--- src/rtl/charrom_scan_ctrl.sv ---
// Text-mode scan controller: fetches character codes, issues char-ROM glyph-row reads on a fixed
// 6-phase schedule, serialises 6-pixel cells and interleaves a host readback slot.
module charrom_scan_ctrl #(
    parameter int unsigned COLS   = 64,
    parameter int unsigned CELL_W = 6
) (
    input  logic                    clk,
    input  logic                    rst_n,
    input  logic                    pix_ce,
    input  logic                    line_start,
    input  logic [3:0]              glyph_row,
    output logic [$clog2(COLS)-1:0] vram_addr,
    input  logic [7:0]              vram_data,
    output logic [10:0]             rom_ad,
    output logic                    rom_ce,
    output logic                    rom_oce,
    input  logic [CELL_W-1:0]       rom_dout,
    input  logic                    host_req,
    input  logic [10:0]             host_addr,
    output logic                    host_ack,
    output logic [CELL_W-1:0]       host_data,
    output logic                    pix_out,
    output logic                    active
);

    localparam int unsigned AW = $clog2(COLS);
    localparam int unsigned FW = $clog2(COLS + 1);
    localparam logic [FW-1:0] LAST_COL = FW'(COLS);
    localparam logic [2:0] PH_VIDEO = 3'd1;
    localparam logic [2:0] PH_CAPT  = 3'd3;
    localparam logic [2:0] PH_LAST  = 3'd5;

    logic [2:0]        phase_q, phase_d;
    logic [FW-1:0]     fcol_q, fcol_d;
    logic              running_q, running_d;
    logic              active_q, active_d;
    logic [CELL_W-1:0] shift_q, shift_d;
    logic [CELL_W-1:0] hold_q, hold_d;
    logic              host_busy_q, host_busy_d;
    logic              host_ack_q, host_ack_d;
    logic [CELL_W-1:0] host_data_q, host_data_d;
    logic [10:0]       rom_ad_q, rom_ad_d;
    logic [AW-1:0]     vram_addr_q, vram_addr_d;
    logic              fetching;

    // fcol counts one past the last column during the final display cell.
    assign fetching = running_q && (fcol_q < LAST_COL);

    always_comb begin
        phase_d     = phase_q;
        fcol_d      = fcol_q;
        running_d   = running_q;
        active_d    = active_q;
        shift_d     = shift_q;
        hold_d      = hold_q;
        host_busy_d = host_busy_q;
        host_ack_d  = 1'b0;
        host_data_d = host_data_q;
        rom_ad_d    = rom_ad_q;
        vram_addr_d = vram_addr_q;
        if (pix_ce) begin
            phase_d = (phase_q == PH_LAST) ? 3'd0 : phase_q + 3'd1;
            shift_d = {shift_q[CELL_W-2:0], 1'b0};
            if (line_start) begin
                phase_d     = 3'd0;
                fcol_d      = '0;
                running_d   = 1'b1;
                active_d    = 1'b0;
                shift_d     = '0;
                vram_addr_d = '0;
                host_busy_d = 1'b0;
            end else begin
                case (phase_q)
                    PH_VIDEO: begin
                        if (fetching) rom_ad_d = {vram_data, glyph_row[2:0]};
                    end
                    PH_CAPT: begin
                        if (fetching) hold_d = glyph_row[3] ? '0 : rom_dout;
                        if (host_req && !host_busy_q) begin
                            rom_ad_d    = host_addr;
                            host_busy_d = 1'b1;
                        end
                    end
                    PH_LAST: begin
                        if (host_busy_q) begin
                            host_data_d = rom_dout;
                            host_ack_d  = 1'b1;
                            host_busy_d = 1'b0;
                        end
                        if (running_q) begin
                            if (fcol_q == LAST_COL) begin
                                running_d = 1'b0;
                                active_d  = 1'b0;
                                shift_d   = '0;
                            end else begin
                                shift_d  = hold_q;
                                active_d = 1'b1;
                                fcol_d   = fcol_q + FW'(1);
                                if (fcol_q < LAST_COL - FW'(1)) begin
                                    vram_addr_d = fcol_q[AW-1:0] + AW'(1);
                                end
                            end
                        end
                    end
                    default: ;
                endcase
            end
        end
    end

    always_ff @(posedge clk or negedge rst_n) begin
        if (!rst_n) begin
            phase_q     <= '0;
            fcol_q      <= '0;
            running_q   <= 1'b0;
            active_q    <= 1'b0;
            shift_q     <= '0;
            hold_q      <= '0;
            host_busy_q <= 1'b0;
            host_ack_q  <= 1'b0;
            host_data_q <= '0;
            rom_ad_q    <= '0;
            vram_addr_q <= '0;
        end else begin
            phase_q     <= phase_d;
            fcol_q      <= fcol_d;
            running_q   <= running_d;
            active_q    <= active_d;
            shift_q     <= shift_d;
            hold_q      <= hold_d;
            host_busy_q <= host_busy_d;
            host_ack_q  <= host_ack_d;
            host_data_q <= host_data_d;
            rom_ad_q    <= rom_ad_d;
            vram_addr_q <= vram_addr_d;
        end
    end

    assign vram_addr = vram_addr_q;
    assign rom_ad    = rom_ad_q;
    assign rom_ce    = pix_ce;
    assign rom_oce   = pix_ce;
    assign host_ack  = host_ack_q;
    assign host_data = host_data_q;
    assign pix_out   = shift_q[CELL_W-1];
    assign active    = active_q;

endmodule

--- config.mk ---
export PLATFORM = sky130hd
export DESIGN_NAME = charrom_scan_ctrl
export DESIGN_NICKNAME = d
export VERILOG_FILES = /design/src/rtl/charrom_scan_ctrl.sv
export SDC_FILE = /design/constraint.sdc
export NUM_CORES = 1
export LEC_CHECK = 0
export BUFFER_PORTS_ARGS = -buffer_cell sky130_fd_sc_hd__buf_2
export CAP_MARGIN = 20
export CELL_PAD_IN_SITES_DETAIL_PLACEMENT = 1
export CELL_PAD_IN_SITES_GLOBAL_PLACEMENT = 1
export CORE_ASPECT_RATIO = 1.5
export CORE_MARGIN = 2
export CORE_UTILIZATION = 37
export DETAILED_ROUTE_END_ITERATION = 6
export PLACE_DENSITY = 0.79
export SLEW_MARGIN = 15
export SYNTH_ARGS = -nofsm -noshare
export SYNTH_HDL_FRONTEND = slang
export SYNTH_SLANG_ARGS = --single-unit
--- constraint.sdc ---
create_clock -name clk -period 1.7 [get_ports clk]
set_input_delay 0.255 -clock clk [delete_from_list [all_inputs] [get_ports clk]]
set_output_delay 0.255 -clock clk [all_outputs]
set_load 0.02 [all_outputs]
* Word-level counts from Yosys, hierarchy flattened
Index checks and enable logic that the tools add are counted.
** Word-level totals
- Bits in writable memories :: 0
- Flip-flop bits (word level) :: 49
- Bits in read-only memories :: 0
- Bits in latches :: 0
- Output and inout port bits :: 28
- Memories kept :: 0
- Input bits :: 34
** Operators by class
- Reduce and logical (&&, ||, !) cells :: 16
- Multiply operators :: 0
- Bitwise operators :: 1
- Add/subtract/negate cells :: 3
- Div/mod/pow operators :: 0
- Equal/unequal tests :: 8
- Shifts and indexed selects :: 0
- $lt $le $gt $ge :: 2
- Multiplexer cells :: 33
** Operator list (number)
- 6-bit two-way mux :: 10
- 7-bit two-way mux :: 4
- 11-bit two-way mux :: 2
- 11-bit one-hot mux with 2 select lines :: 1
- 1-bit two-way mux :: 13
- 4-bit AND reduction :: 3
- 5-bit AND reduction :: 2
- 2-bit nonzero test :: 4
- 7-bit by 1-bit adder with 7-bit output, second input constant :: 1
- 7-bit equality test, second input constant :: 1
- 7-bit by 6-bit < comparator with 1-bit output, second input constant :: 1
- 7-bit < comparator, second input constant :: 1
- 6-bit by 1-bit adder with 6-bit output, second input constant :: 1
- 3-bit two-way mux :: 2
- 2-bit != test, second input constant :: 3
- 3-bit AND reduction :: 2
- 3-bit by 1-bit adder with 3-bit output, second input constant :: 1
- 3-bit by 1-bit equality test with 1-bit output, second input constant :: 1
- 3-bit by 2-bit equality test with 1-bit output, second input constant :: 1
- 3-bit equality test, second input constant :: 1
- 3-bit != test, second input constant :: 1
- 3-bit nonzero test :: 1
- 1-bit logical AND :: 2
- 1-bit one-hot mux with 2 select lines :: 1
- 3 further kinds :: 3

* Logic depth before layout (Yosys ltp)
Gate-level depths: netlist (run 1).
- Depth in word-level cells :: 6
- Depth in mapped cells :: 7
- Depth with buffers taken out :: 6

* Least setup slack after synthesis (run 1)
OpenSTA, ideal clock, no wires.
- Kind :: flip-flop to flip-flop
- From :: reg phase_q[1]
- To :: reg rom_ad_q[0], in the netlist rom_ad[0]
- Stages on the path, launching flop included :: 8
- Data arrival time :: 1.672 ns
- Library setup time :: 0.125 ns
- Period minus slack after synthesis :: 1.797 ns
- Path slack :: -0.097 ns
- Data required time :: 1.575 ns
- Path buffers :: 2
- Path through :: dfrtp_1 > and2_2 > ha_1 > buf_2 > mux2i_1 > a211oi_2 > buf_6 > mux2_2
** Between the ends
- Longest elaborated chain between the ends :: 3
- Elaborated cells between the ends (all ways) :: 7
- Those cells by class :: 4 x eq/ne; 1 x mux; 2 x reduce/logical
** RTL lines
- from (decl) :: line 33 : logic [2:0] phase_q, phase_d;
- from (signal assigned) :: line 125 : phase_q <= phase_d;
- 3-bit by 2-bit equality test with 1-bit output or 3-bit by 1-bit equality test with 1-bit output (tied branches) :: line 73 : case (phase_q)
- 2-bit != test (no source line) or 2-bit nonzero test (tied branches)
- 5-bit AND reduction (no source line)
- to (signal assigned) :: line 134 : rom_ad_q <= rom_ad_d;
- to (decl) :: line 42 : logic [10:0] rom_ad_q, rom_ad_d;
Parallel ways exist; a longest one is shown, timed or not.
A chain may end at the register's enable or synchronous reset.

* Final worst setup path (run 1)
- From :: reg fcol_q[1]
- To :: reg shift_q[3]
** Between the ends
- Longest elaborated chain between the ends :: 5
** RTL lines
- from (decl) :: line 34 : logic [FW-1:0] fcol_q, fcol_d;
- from (signal assigned) :: line 126 : fcol_q <= fcol_d;
- 7-bit equality test :: line 91 : if (fcol_q == LAST_COL) begin
- 6-bit two-way mux :: line 91
- 6-bit two-way mux :: line 90 : if (running_q) begin
- 6-bit two-way mux :: line 73
- 6-bit two-way mux :: line 64 : if (line_start) begin
- to (signal assigned) :: line 129 : shift_q <= shift_d;
- to (decl) :: line 37 : logic [CELL_W-1:0] shift_q, shift_d;
Every way passes these cells.

==> metrics.cfg, run 1 <==
[setup_path]
worstSetupStartpoint=fcol_q[1]
worstSetupStartpointType=register
worstSetupPathType=register to register
crit_arrival_ns=1.90
critical_path.max_fanout=6
worst_flop_to_flop_path_startpoint=fcol_q[1]
sort_of_element_at_the_end_of_the_critical_path=register
cp_data_required_time_ns=1.89

[clock_tree]
ctsLongestPathBuffers=2
tritoncts_clock_tree=yes
htree_levels=2
cts-root-buf=sky130_fd_sc_hd__clkbuf_8
clk-insertion-delay-late_ns=0.31
tritoncts.num_buffers=5
cts.sinks=49
path_clk_slew_ns=0.10

[logic_synthesis]
synthesis.nets=250
synth_top_area_cell=sky130_fd_sc_hd__dfrtp_1
syn-mean-instance-area_um2=11.7
synthDistinctLibCells=48
synth-edff-count=0
synth_top_cell_area_share_pct=49.4
ys_dominant_reg_cell=sky130_fd_sc_hd__dfrtp_1
netlist_top_cells_area=sky130_fd_sc_hd__dfrtp_1 49%, sky130_fd_sc_hd__mux2_2 16%, sky130_fd_sc_hd__a221o_1 3.2%, sky130_fd_sc_hd__nor2b_1 3.0%, sky130_fd_sc_hd__a22o_1 1.8%
synthesized_instance_count=213
synthesis.yosys.warnings=0
portion_of_the_post_synthesis_area_used_by_sequential_elements_pct=49.4
synthArstFlopShare_pct=100
synthesized_cell_area_um2=2480
ys_ff_latch=49

[floorplanning]
die_y_um=104
row_count=36
floorplan.die.width_um=70.9
dieArea_um2=7400
boundaryPins=62
core_area_um2=6490
start_util_pct=38.3

[global_routing]
grt_first_pass_wirelength_mm=11.4
grt_max_degree=21
grt_overflow=0
antenna_found_initial=0
grt_pass1_vias=2330
gr-usage-all-layers_pct=19.4

[sta]
fin_ws_ns=-0.0129
period_needed_ns=1.71
tightestPinTransition_ns=0.480
setup_viol_count_final=12
skew_ns=0.00869
fin_tns_setup_ns=-0.0845
timing.hold.ws_ns=0.194
rsz0062_at_grt=true
slew_headroom_pct=68.0
finalHoldViolCount=0
fmax_mhz=584
min_period_over_period_pct=101
drv_slew=0

[cells_and_area]
layout_commonest_cell=sky130_fd_sc_hd__buf_2
layout-area-overhead-vs-synth_pct=33.8
fillCellCount=738
finish.instance_area_um2=3320
fraction_of_layout_cells_with_a_size_suffix_above_1_pct=53.8
num_antenna_cells=0
final_core_util_pct=51.2
final_cell_mix=62 x sky130_fd_sc_hd__buf_2, 47 x sky130_fd_sc_hd__dfrtp_1, 35 x sky130_fd_sc_hd__mux2_2
fin_nets=339

[run]
timing.max_cap.violations=0

[place]
detailedPlacementHpwl_mm=4.81
place_area_um2=3110
routabilityCongestion=0.812
portbufs=61
post-place-ws_ns=-0.0830

[min_path]
timing.hold.worst.start=rom_dout[5]
min-delay-path-class=input pin to register

[power_and_ir_drop]
power-per-cell-area_nw_per_um2=1010
static-leakage-power_nw=1.59
ir_drop_mv=0.544

[drt]
routedWlPerCell_um=18.1
via_count=2065
viasPerCell=5.45
drt_first_pass_iters=4
antenna_left=0
wl_mm=6.85
remaining_drc_errors=0
detailedRoute.firstIterationViolations=83

[outcome]
failed_checks=negative setup slack
outcome=finished, violations left

==> final cells by class <==
cell class / count / area [um2] / area share (%)
flip-flops and latches: 49 / 1230 / 37.0
multi-input cells: 139 / 1220 / 36.8
repair buffers: 97 / 621 / 18.7
well taps: 76 / 95.1 / 2.86
clock buffers: 7 / 86.3 / 2.60
inverters: 10 / 37.5 / 1.13
clock inverters: 1 / 30.0 / 0.904
==> path summary, 6_finish.rpt <==
kind	to	slack, ns	cells past startpoint
min in group asynchronous	rom_ad[0]	0.43	2
worst min register to register	shift_q[0]	0.50	1
worst max register to register	shift_q[3]	-0.01	7
max in group asynchronous	host_data[2]	0.66	3
worst min-delay path	host_data[5]	0.19	2
worst max-delay path	shift_q[3]	-0.01	7
==> worst max-delay path: stages, from the launching register on <==
cell	delay [ns]
sky130_fd_sc_hd__dfrtp_1	0.40
sky130_fd_sc_hd__inv_2	0.06
sky130_fd_sc_hd__ha_2	0.15
sky130_fd_sc_hd__and4bb_2	0.26
sky130_fd_sc_hd__buf_6	0.12
sky130_fd_sc_hd__a211oi_4	0.06
sky130_fd_sc_hd__buf_2	0.18
sky130_fd_sc_hd__a221o_1	0.36
==> cell families (layout without fill, tap and decap cells) <==
| logic type | after synthesis | count (layout) | share of synthesized area (%) |
|---|---|---|---|
| compound gates | 44 | 44 | 13.9 |
| xor+xnor | 3 | 3 | 1.06 |
| fa+ha+maj | 3 | 3 | 1.51 |
| buf+inv | 25 | 115 | 4.74 |
| flops | 49 | 49 | 49.4 |
| mux | 38 | 38 | 17.1 |
| simple gates | 51 | 51 | 12.3 |
==> cell usage after synthesis (2+ instances only) <==
cell / n
sky130_fd_sc_hd__dfrtp_1: 49
sky130_fd_sc_hd__a211oi_1: 2
sky130_fd_sc_hd__nand4_1: 2
sky130_fd_sc_hd__a221o_1: 8
sky130_fd_sc_hd__a21oi_1: 8
sky130_fd_sc_hd__buf_2: 7
sky130_fd_sc_hd__and3_1: 4
sky130_fd_sc_hd__nor2_1: 7
sky130_fd_sc_hd__ha_1: 3
sky130_fd_sc_hd__a22oi_1: 2
sky130_fd_sc_hd__inv_1: 10
sky130_fd_sc_hd__o211ai_1: 2
sky130_fd_sc_hd__nor2b_1: 12
sky130_fd_sc_hd__buf_4: 2
sky130_fd_sc_hd__nand3_1: 3
sky130_fd_sc_hd__xnor2_1: 3
sky130_fd_sc_hd__nand2_1: 10
sky130_fd_sc_hd__mux2i_1: 3
sky130_fd_sc_hd__clkbuf_1: 5
sky130_fd_sc_hd__mux2_2: 35
sky130_fd_sc_hd__o311ai_0: 2
sky130_fd_sc_hd__o21ai_0: 3
sky130_fd_sc_hd__o2bb2ai_1: 2
sky130_fd_sc_hd__a22o_1: 5
==> layer usage <==
metal	GRT usage, %	up-vias	wire length (um)
met1	22.0	1054	2660
met3	2.71	11	200
li1	-	953	-
met4	7.95	0	146
met5	0	-	0
met2	35.6	47	3840
==> registers in the layout, summed over array words and instances (netlist names) <==
register     cells
host_ack         1
hold_q           6
fcol_q           7
phase_q          3
host_busy_q      1
active           1
vram_addr        6
running_q        1
host_data        6
shift_q          6
rom_ad          11
==> power breakdown <==
part	total [mW]	internal (mW)	switching [mW]	leakage, nW
registers	1.50	1.38	0.125	0.644
clock network	0.886	0.480	0.405	0.0585
logic	0.974	0.454	0.521	0.893
==> metrics by stage <==
stage | total power [mW] | instances
2_1_floorplan | 2.09 | 213
3_3_place_gp | 2.44 | 365
3_5_place_dp | 2.48 | 365
4_1_cts | 3.38 | 377
5_1_grt | 3.52 | 379
6_report | 3.36 | 379
==> timing repair <==
action,4_1_cts,5_1_grt
resized for setup,10,10
endpoints found under the hold margin,18,0
hold buffers,1,0
gates cloned,1,0
pin swaps,4,7
buffers inserted,2,2
setup endpoints to repair,25,34
(Power assumes the default switching activity.)
==> run 2: changes to the inputs <==
- PLACE_DENSITY: 0.79 -> default
- PLACE_DENSITY_LB_ADDON: default -> 0.2
==> metrics.cfg, run 2 (same netlist as run 1, synthesis figures left out) <==
[sta]
setup_viol_count_final=0
tightestPinTransition_ns=0.368
fmax_mhz=597
rsz0062_at_grt=true
period_needed_ns=1.68
fin_ws_ns=0.0239
slew_headroom_pct=75.4
finalHoldViolCount=0
min_period_over_period_pct=98.6
skew_ns=0.00478
drv_slew=0

[clock_tree]
cts.sinks=49
clk-insertion-delay-late_ns=0.31
path_clk_slew_ns=0.10
cts-root-buf=sky130_fd_sc_hd__clkbuf_8
htree_levels=2
ctsLongestPathBuffers=2
tritoncts_clock_tree=yes
tritoncts.num_buffers=5

[setup_path]
cp_data_required_time_ns=1.90
worst_flop_to_flop_path_startpoint=phase_q[1]
worstSetupPathType=register to register
worstSetupStartpointType=register
timing.critical_path.cells=and2_4, ha_4, a211oi_4, buf_12, mux2_2
crit_arrival_ns=1.88
critical_path.max_fanout=11
sort_of_element_at_the_end_of_the_critical_path=register
timing.critical_path.slowest_stage_cell=sky130_fd_sc_hd__dfrtp_2
timing.critical_path.slowest_cell_delay_ns=0.46
worstSetupStartpoint=phase_q[1]

[floorplanning]
row_count=36
core_area_um2=6490
dieArea_um2=7400
die_y_um=104
start_util_pct=38.3
boundaryPins=62
floorplan.die.width_um=70.9

[power_and_ir_drop]
ir_drop_mv=0.590
power-per-cell-area_nw_per_um2=971
static-leakage-power_nw=1.61

[place]
portbufs=61
routabilityCongestion=0.800
detailedPlacementHpwl_mm=4.77
place_area_um2=3120
post-place-ws_ns=-0.0976

[min_path]
min-delay-path-class=input pin to register
timing.hold.worst.start=rom_dout[1]

[global_routing]
gr-usage-all-layers_pct=19.0
grt_first_pass_wirelength_mm=11.3
antenna_found_initial=0
grt_overflow=0
grt_max_degree=50
grt_pass1_vias=2230

[cells_and_area]
layout-area-overhead-vs-synth_pct=36.1
num_antenna_cells=0
final_core_util_pct=52.1
layout_commonest_cell=sky130_fd_sc_hd__buf_2
fraction_of_layout_cells_with_a_size_suffix_above_1_pct=55.8
fillCellCount=719
finish.instance_area_um2=3380
fin_nets=344
largest_register_ffs=11
final_cell_mix=61 x sky130_fd_sc_hd__buf_2, 47 x sky130_fd_sc_hd__dfrtp_1, 35 x sky130_fd_sc_hd__mux2_2

[drt]
detailedRoute.firstIterationViolations=40
routedWlPerCell_um=17.5
via_count=2038
drt_first_pass_iters=4
wl_mm=6.71
antenna_left=0
viasPerCell=5.31
remaining_drc_errors=0

[run]
timing.max_cap.violations=0

[outcome]
outcome=finished clean

-- run 2: area by class of cell --
class / instances / area, um2 / share of cell area, %
timing repair buffer: 102 / 672 / 19.9
sequential: 49 / 1230 / 36.4
clock inverter: 3 / 28.8 / 0.852
inverter: 10 / 37.5 / 1.11
tap: 76 / 95.1 / 2.81
multi-input combinational: 139 / 1250 / 36.9
clock buffer: 5 / 68.8 / 2.04
-- run 2: path summary, 6_finish.rpt --
kind,to,slack (ns),depth (start not counted)
min in group asynchronous,vram_addr[4],0.45,3
max in group asynchronous,vram_addr[0],1.02,3
setup / recovery,rom_ad[0],0.02,5
setup reg to reg,rom_ad[0],0.02,5
hold / removal,host_data[1],0.18,2
hold reg to reg,shift_q[4],0.51,1
-- run 2: layer usage --
| layer | vias to the layer above | share of wire (%) | global-route usage (%) |
|---|---|---|---|
| li1 | 958 | - | - |
| met1 | 1023 | 39 | 21.9 |
| met2 | 51 | 56 | 35.2 |
| met3 | 6 | 4.7 | 3.68 |
| met4 | 0 | 0.78 | 4.85 |
| met5 | - | 0 | 0 |
-- run 2: what timing repair did --
action,CTS,global route
setup endpoints to repair,24,34
resized for setup,13,19
cloned,1,0
endpoints found under the hold margin,49,0
pin swaps,3,5
setup buffers,5,3
hold buffers,1,0
-- run 2: critical path, delay by kind of cell (launching register included) --
family	cells	cell delay, ns
simple gates	1	0.18
buf+inv	1	0.17
flops	1	0.46
mux	1	0.34
fa+ha+maj	1	0.18
compound gates	1	0.24
-- run 2: through the flow --
step / power, mW / TNS (ns) / hold WS (ns) / std cells
2_1_floorplan: 2.09 / 0 / -0.0406 / 213
3_3_place_gp: 2.46 / -0.218 / 0.269 / 367
3_5_place_dp: 2.49 / -0.701 / 0.268 / 367
4_1_cts: 3.30 / -0.00497 / 0.176 / 382
5_1_grt: 3.45 / -0.436 / 0.169 / 384
6_report: 3.28 / 0 / 0.182 / 384
-- run 2: power breakdown --
part | internal (mW) | switching [mW]
clock | 0.309 | 0.458
sequential | 1.38 | 0.125
combinational | 0.475 | 0.535
total | 2.16 | 1.12
